File: src/rtl/seg_pkg.sv
// rtl/seg_pkg.sv - shared segment types, bit order and hex pattern table
package seg_pkg;

    // Segment vector, bit 6 = a ... bit 0 = g, active-high.
    typedef logic [6:0] seg_t;

    localparam int SEG_A = 6;
    localparam int SEG_B = 5;
    localparam int SEG_C = 4;
    localparam int SEG_D = 3;
    localparam int SEG_E = 2;
    localparam int SEG_F = 1;
    localparam int SEG_G = 0;

    // Glyphs for 0-9, A, b, C, d, E, F.
    localparam seg_t SEG_TABLE [16] = '{
        7'b1111110, 7'b0110000, 7'b1101101, 7'b1111001,
        7'b0110011, 7'b1011011, 7'b1011111, 7'b1110000,
        7'b1111111, 7'b1111011, 7'b1110111, 7'b0011111,
        7'b1001110, 7'b0111101, 7'b1001111, 7'b1000111
    };

endpackage

File: src/rtl/seg_hex_decode.sv
// rtl/seg_hex_decode.sv - combinational hex nibble to 7-segment pattern
// Ports: nibble_i (4-bit hex digit), seg_o (active-high {a..g} pattern).
module seg_hex_decode
    import seg_pkg::*;
(
    input  logic [3:0] nibble_i,
    output seg_t       seg_o
);

    assign seg_o = SEG_TABLE[nibble_i];

endmodule

File: src/rtl/seg_scan_driver.sv
// rtl/seg_scan_driver.sv - multiplexed 7-segment scan driver with frame-synchronous updates
// Ports: clk, rst_n (async active-low); load/value/dp capture a new display image;
// blank_lz enables leading-zero blanking; enable runs the scan;
// seg/dp_out/an are registered pin-level outputs; frame_done pulses once per full scan.
module seg_scan_driver
    import seg_pkg::*;
#(
    parameter int DIGITS         = 4,
    parameter int PRESCALE       = 1000,
    parameter int BLANK_CYCLES   = 2,
    parameter int SEG_ACTIVE_LOW = 0,
    parameter int AN_ACTIVE_LOW  = 1
) (
    input  logic                  clk,
    input  logic                  rst_n,
    input  logic                  load,
    input  logic [4*DIGITS-1:0]   value,
    input  logic [DIGITS-1:0]     dp,
    input  logic                  blank_lz,
    input  logic                  enable,
    output logic [6:0]            seg,
    output logic                  dp_out,
    output logic [DIGITS-1:0]     an,
    output logic                  frame_done
);

    localparam int CW = (PRESCALE > 1) ? $clog2(PRESCALE) : 1;
    localparam int IW = (DIGITS > 1) ? $clog2(DIGITS) : 1;

    localparam logic [CW-1:0] CNT_LAST = CW'(PRESCALE - 1);
    localparam logic [CW-1:0] CNT_ON   = CW'(BLANK_CYCLES);
    localparam logic [IW-1:0] IDX_LAST = IW'(DIGITS - 1);
    localparam logic          SEG_INV  = (SEG_ACTIVE_LOW != 0);
    localparam logic          AN_INV   = (AN_ACTIVE_LOW != 0);

    // Pin-level inactive values, used for reset and for idle/blanked slots.
    localparam logic [6:0]        SEG_OFF = {7{SEG_INV}};
    localparam logic [DIGITS-1:0] AN_OFF  = {DIGITS{AN_INV}};

    logic [4*DIGITS-1:0] shadow_val_q, shadow_val_d;
    logic [DIGITS-1:0]   shadow_dp_q,  shadow_dp_d;
    logic                pend_q,       pend_d;
    logic [4*DIGITS-1:0] disp_val_q,   disp_val_d;
    logic [DIGITS-1:0]   disp_dp_q,    disp_dp_d;
    logic [CW-1:0]       cnt_q,        cnt_d;
    logic [IW-1:0]       idx_q,        idx_d;
    logic [6:0]          seg_q,        seg_d;
    logic                dp_out_q,     dp_out_d;
    logic [DIGITS-1:0]   an_q,         an_d;
    logic                fd_q,         fd_d;

    logic                last_cnt;
    logic                boundary;
    logic [DIGITS-1:0]   blank_vec;
    logic                zero_run;
    logic [3:0]          cur_nib;
    logic                cur_dp;
    logic                cur_blank;
    seg_t                dec_seg;
    logic                show;
    logic                an_on;

    // Prescaler and digit index; a frame boundary is the last count of the last digit.
    always_comb begin
        last_cnt = (cnt_q == CNT_LAST);
        boundary = enable && last_cnt && (idx_q == IDX_LAST);
        cnt_d    = cnt_q;
        idx_d    = idx_q;
        if (!enable) begin
            cnt_d = '0;
            idx_d = '0;
        end else if (last_cnt) begin
            cnt_d = '0;
            idx_d = boundary ? '0 : idx_q + IW'(1);
        end else begin
            cnt_d = cnt_q + CW'(1);
        end
    end

    // Shadow collects loads; display only changes on a frame boundary so a
    // frame never mixes old and new digits. A load landing exactly on the
    // boundary goes straight to the display.
    always_comb begin
        shadow_val_d = shadow_val_q;
        shadow_dp_d  = shadow_dp_q;
        pend_d       = pend_q;
        disp_val_d   = disp_val_q;
        disp_dp_d    = disp_dp_q;
        if (load) begin
            shadow_val_d = value;
            shadow_dp_d  = dp;
        end
        if (boundary) begin
            pend_d = 1'b0;
            if (load) begin
                disp_val_d = value;
                disp_dp_d  = dp;
            end else if (pend_q) begin
                disp_val_d = shadow_val_q;
                disp_dp_d  = shadow_dp_q;
            end
        end else if (load) begin
            pend_d = 1'b1;
        end
    end

    // Walk from the most significant digit down; a digit is blanked while every
    // nibble from it upward is zero. Digit 0 always shows.
    always_comb begin
        zero_run  = 1'b1;
        blank_vec = '0;
        for (int k = DIGITS - 1; k >= 0; k--) begin
            zero_run     = zero_run & (disp_val_q[4*k +: 4] == 4'h0);
            blank_vec[k] = blank_lz & zero_run & (k != 0);
        end
    end

    always_comb begin
        cur_nib   = 4'h0;
        cur_dp    = 1'b0;
        cur_blank = 1'b0;
        for (int k = 0; k < DIGITS; k++) begin
            if (idx_q == IW'(k)) begin
                cur_nib   = disp_val_q[4*k +: 4];
                cur_dp    = disp_dp_q[k];
                cur_blank = blank_vec[k];
            end
        end
    end

    seg_hex_decode u_decode (
        .nibble_i (cur_nib),
        .seg_o    (dec_seg)
    );

    // Segments follow the digit for the whole slot; the anode only opens after
    // the dead cycles, so segment changes happen while every anode is off.
    always_comb begin
        show     = enable & ~cur_blank;
        an_on    = show & (cnt_q >= CNT_ON);
        seg_d    = (show ? dec_seg : 7'b0) ^ SEG_OFF;
        dp_out_d = (show & cur_dp) ^ SEG_INV;
        an_d     = (an_on ? (DIGITS'(1) << idx_q) : '0) ^ AN_OFF;
        fd_d     = boundary;
    end

    always_ff @(posedge clk or negedge rst_n) begin
        if (!rst_n) begin
            shadow_val_q <= '0;
            shadow_dp_q  <= '0;
            pend_q       <= 1'b0;
            disp_val_q   <= '0;
            disp_dp_q    <= '0;
            cnt_q        <= '0;
            idx_q        <= '0;
            seg_q        <= SEG_OFF;
            dp_out_q     <= SEG_INV;
            an_q         <= AN_OFF;
            fd_q         <= 1'b0;
        end else begin
            shadow_val_q <= shadow_val_d;
            shadow_dp_q  <= shadow_dp_d;
            pend_q       <= pend_d;
            disp_val_q   <= disp_val_d;
            disp_dp_q    <= disp_dp_d;
            cnt_q        <= cnt_d;
            idx_q        <= idx_d;
            seg_q        <= seg_d;
            dp_out_q     <= dp_out_d;
            an_q         <= an_d;
            fd_q         <= fd_d;
        end
    end

    assign seg        = seg_q;
    assign dp_out     = dp_out_q;
    assign an         = an_q;
    assign frame_done = fd_q;

endmodule

File: config.mk
export PLATFORM = sky130hd
export DESIGN_NAME = seg_scan_driver
export DESIGN_NICKNAME = d
export VERILOG_FILES = /design/src/rtl/seg_pkg.sv /design/src/rtl/seg_hex_decode.sv /design/src/rtl/seg_scan_driver.sv
export SDC_FILE = /design/constraint.sdc
export NUM_CORES = 1
export LEC_CHECK = 0
export BUFFER_PORTS_ARGS = -buffer_cell sky130_fd_sc_hd__buf_2
export CAP_MARGIN = 40
export CORE_AREA = 2 2 100 112
export DETAILED_ROUTE_END_ITERATION = 12
export DIE_AREA = 0 0 102 114
export GPL_ROUTABILITY_DRIVEN = 0
export PLACE_DENSITY = 0.52
export REMOVE_ABC_BUFFERS = 1
export SYNTH_ARGS = -nofsm -noshare
export SYNTH_HDL_FRONTEND = slang
export SYNTH_SLANG_ARGS = --single-unit
File: constraint.sdc
create_clock -name clk -period 3.49 [get_ports clk]
set_clock_uncertainty 0.15 [all_clocks]
set_input_delay 0.5235 -clock clk [delete_from_list [all_inputs] [get_ports clk]]
set_output_delay 0.5235 -clock clk [all_outputs]
set_load 0.005 [all_outputs]
==> flow_summary.json <==
{
  "status": "finished clean",
  "cts_setup_buffers": 0,
  "wl_met3_um": 204,
  "crit_arrival_ns": 2.83,
  "p_int_mw": 1.43,
  "clk_pin_slew_ns": 0.05,
  "cp-end-kind": "flop",
  "netSwitchingFraction_pct": 20.9,
  "placed_area_mm2": 0.00342,
  "io_buffers": 37,
  "seq_area_frac_synth_pct": 53.7,
  "clock_sink_count": 66,
  "hold_class": "primary input to async pin",
  "cap_violations": 0,
  "die_height_um": 114,
  "routed_wl_um": 5950,
  "wl_per_cell_um": 13.6,
  "grtUsageTotal_pct": 11.7,
  "ys_warn_count": 0,
  "initial_core_util_pct": 29.1,
  "pwr-share-seq_pct": 44.7,
  "slew_violations": 0,
  "viasPerCell": 4.41,
  "cp_data_required_time_ns": 3.57,
  "cts_max_path_buffers": 2,
  "cts_inserted_buffers": 9,
  "drc": 0,
  "nets": 322,
  "final-setup-viol-count": 0,
  "met1_length_um": 2670,
  "synth_top_family_by_area": "multiplexers",
  "synth_top_area_share_pct": 50.3,
  "wl_met2_um": 2950,
  "yosys.area.top_type": "dfrtp_1",
  "area_growth_pct": 20.7,
  "ctsHoldBuffers": 0,
  "p_total_mw": 1.81,
  "cts_max_level": 3,
  "clkLatencyLatePin_ns": 0.33,
  "grt_pass1_vias": 2022,
  "hpwl_um": 4320,
  "power_density_mw_per_mm2": 485,
  "period_needed_ns": 2.75,
  "layout.cells.non_filler": 437,
  "fin_crit_sh_pct": 78.9,
  "synth.area.top_cells": "dfrtp_1 (50%), mux2_4 (9.7%), mux2_2 (8.0%), ha_1 (4.9%), dfstp_2 (3.4%)",
  "cellLeakagePower_nw": 1.74,
  "final_area_mm2": 0.00372,
  "highest-signal-layer": "met4",
  "mostFrequentLayoutCell": "dfrtp_1",
  "drive_gt1_share_pct": 35.9,
  "synth_compound_area_share_pct": 6.04,
  "grt_pass1_wl_um": 10300,
  "crit_type": "flop to flop",
  "synthCells": 245,
  "antenna_found_initial": 0,
  "core_area_mm2": 0.0106,
  "p_switching_mw": 0.377,
  "synth_seq_cells": 66,
  "rsz0062_at_grt": "no",
  "hold_viol_final": 0,
  "combPwrFrac_pct": 5.4,
  "cts_resized": 0,
  "diodes": 0,
  "tightest_slew_ns": 0.640,
  "synth_fa_ha_area_share_pct": 4.86,
  "grt_max_degree": 27,
  "slew_headroom_pct": 57.0,
  "cts_tree": "yes",
  "die_x_um": 102,
  "p_clk_share_pct": 49.8,
  "rows": 40,
  "numPlacedInstances": 421,
  "synth_area_mm2": 0.00309,
  "clock-root-buffer": "clkbuf_16",
  "synthSimpleGateAreaFrac_pct": 10.8,
  "initialDrtViolationCount": 78,
  "final_cell_mix": "dfrtp_1 (62), buf_2 (37), mux2_2 (22)",
  "worst-path-max-fanout": 10,
  "synthMuxAreaShare_pct": 19.1,
  "peakVddDrop_mv": 0.197,
  "first_pass_iters": 4,
  "die-area_mm2": 0.0116,
  "final_util_pct": 35.1,
  "grt.overflow.total": 0,
  "start_kind": "flop",
  "ys_types": 34,
  "drtAntennaViolNets": 0,
  "fmax_ghz": 0.363,
  "synth_area_per_cell_um2": 12.6,
  "dr_total_vias": 1927,
  "io_pins": 38,
  "synth_xor_area_share_pct": 2.55,
  "fin_tns_setup_ns": 0
}
-- area by class of cell --
type / instances / area (um^2)
Fill cell: 1102 / 6890
Timing Repair Buffer: 40 / 208
Multi-Input combinational cell: 159 / 1340
Inverter: 9 / 33.8
Clock inverter: 5 / 52.6
Clock buffer: 11 / 253
Sequential cell: 66 / 1660
Tap cell: 147 / 184
-- power by group through the flow --
stage	Clock (mW)	Combinational, mW	Sequential [mW]
floorplan	0	0.0463	0.821
global placement	0	0.101	0.821
detailed placement	0	0.102	0.822
CTS	0.927	0.102	0.809
global route	0.968	0.114	0.812
finish	0.901	0.0981	0.809
-- path summary, 6_finish.rpt --
path / start / endpoint / slack, ns / depth (start not counted)
setup / recovery: idx_q[0]$_DFFE_PN0P_ / seg[2]$_DFF_PN0_ / 0.74 / 9
max in group asynchronous: rst_n / disp_val_q[6]$_DFFE_PN0P_ / 2.41 / 2
setup reg to reg: idx_q[0]$_DFFE_PN0P_ / seg[2]$_DFF_PN0_ / 0.74 / 9
min in group clk: value[12] / shadow_val_q[12]$_DFFE_PN0P_ / 0.30 / 2
hold / removal: rst_n / cnt_q[4]$_DFF_PN0_ / 0.04 / 1
hold reg to reg: pend_q$_DFFE_PN0P_ / pend_q$_DFFE_PN0P_ / 0.33 / 2
-- cell usage after synthesis, drive strengths merged --
library cell / n
ha: 12
inv: 9
a21oi: 6
nor3b: 3
o21ba: 1
nand3: 6
and3: 1
o21ai: 4
xnor2: 4
mux2i: 4
a221o: 2
nor4: 2
clkbuf: 6
or3: 1
nand3b: 2
or4: 4
a221oi: 6
xor2: 5
dfrtp: 62
mux2: 42
dfstp: 4
nor3: 4
nand2: 13
nor2: 20
a211oi: 5
a22o: 1
o31ai: 1
nand4: 1
and2: 4
buf: 5
nor2b: 5
-- flip-flops by register name (all words and copies together), names as in the netlist, 2 cells and up --
name / flops
an: 4
cnt_q: 10
disp_dp_q: 4
disp_val_q: 16
idx_q: 2
seg: 7
shadow_dp_q: 4
shadow_val_q: 16
-- metal layers --
| layer | global-route usage [%] | vias up |
|---|---|---|
| met5 | 0 | - |
| met4 | 4.98 | 0 |
| met3 | 3.55 | 9 |
| met2 | 18.5 | 29 |
| met1 | 14.7 | 954 |
| li1 | - | 935 |
-- critical path, stage by stage, from the launching register on --
cell      delay, ns
dfrtp_1        0.42
ha_1           0.32
nor2b_1        0.24
a221oi_1       0.11
o31ai_1        0.59
inv_1          0.19
ha_1           0.26
inv_1          0.10
nor3_1         0.06
a211oi_1       0.22
-- logic make-up after synthesis --
| kind of cell | Yosys count |
|---|---|
| and+or+nand+nor | 66 |
| DFF | 66 |
| muxes | 46 |
| AOI/OAI and AO/OA | 26 |
| buffers and inverters | 20 |
| adders and majority gates | 12 |
| xor gates and xnor gates | 9 |
-- metrics by stage --
stage	hold slack, ns	worst slack, ns
after global routing	0.0794	0.442
after detailed placement	0.325	0.757
after floorplan	0.0779	0.851
after global placement	0.310	0.911
final	0.0388	0.736
after CTS	0.0568	0.743
No activity file was read; power rests on OpenSTA's default activity.
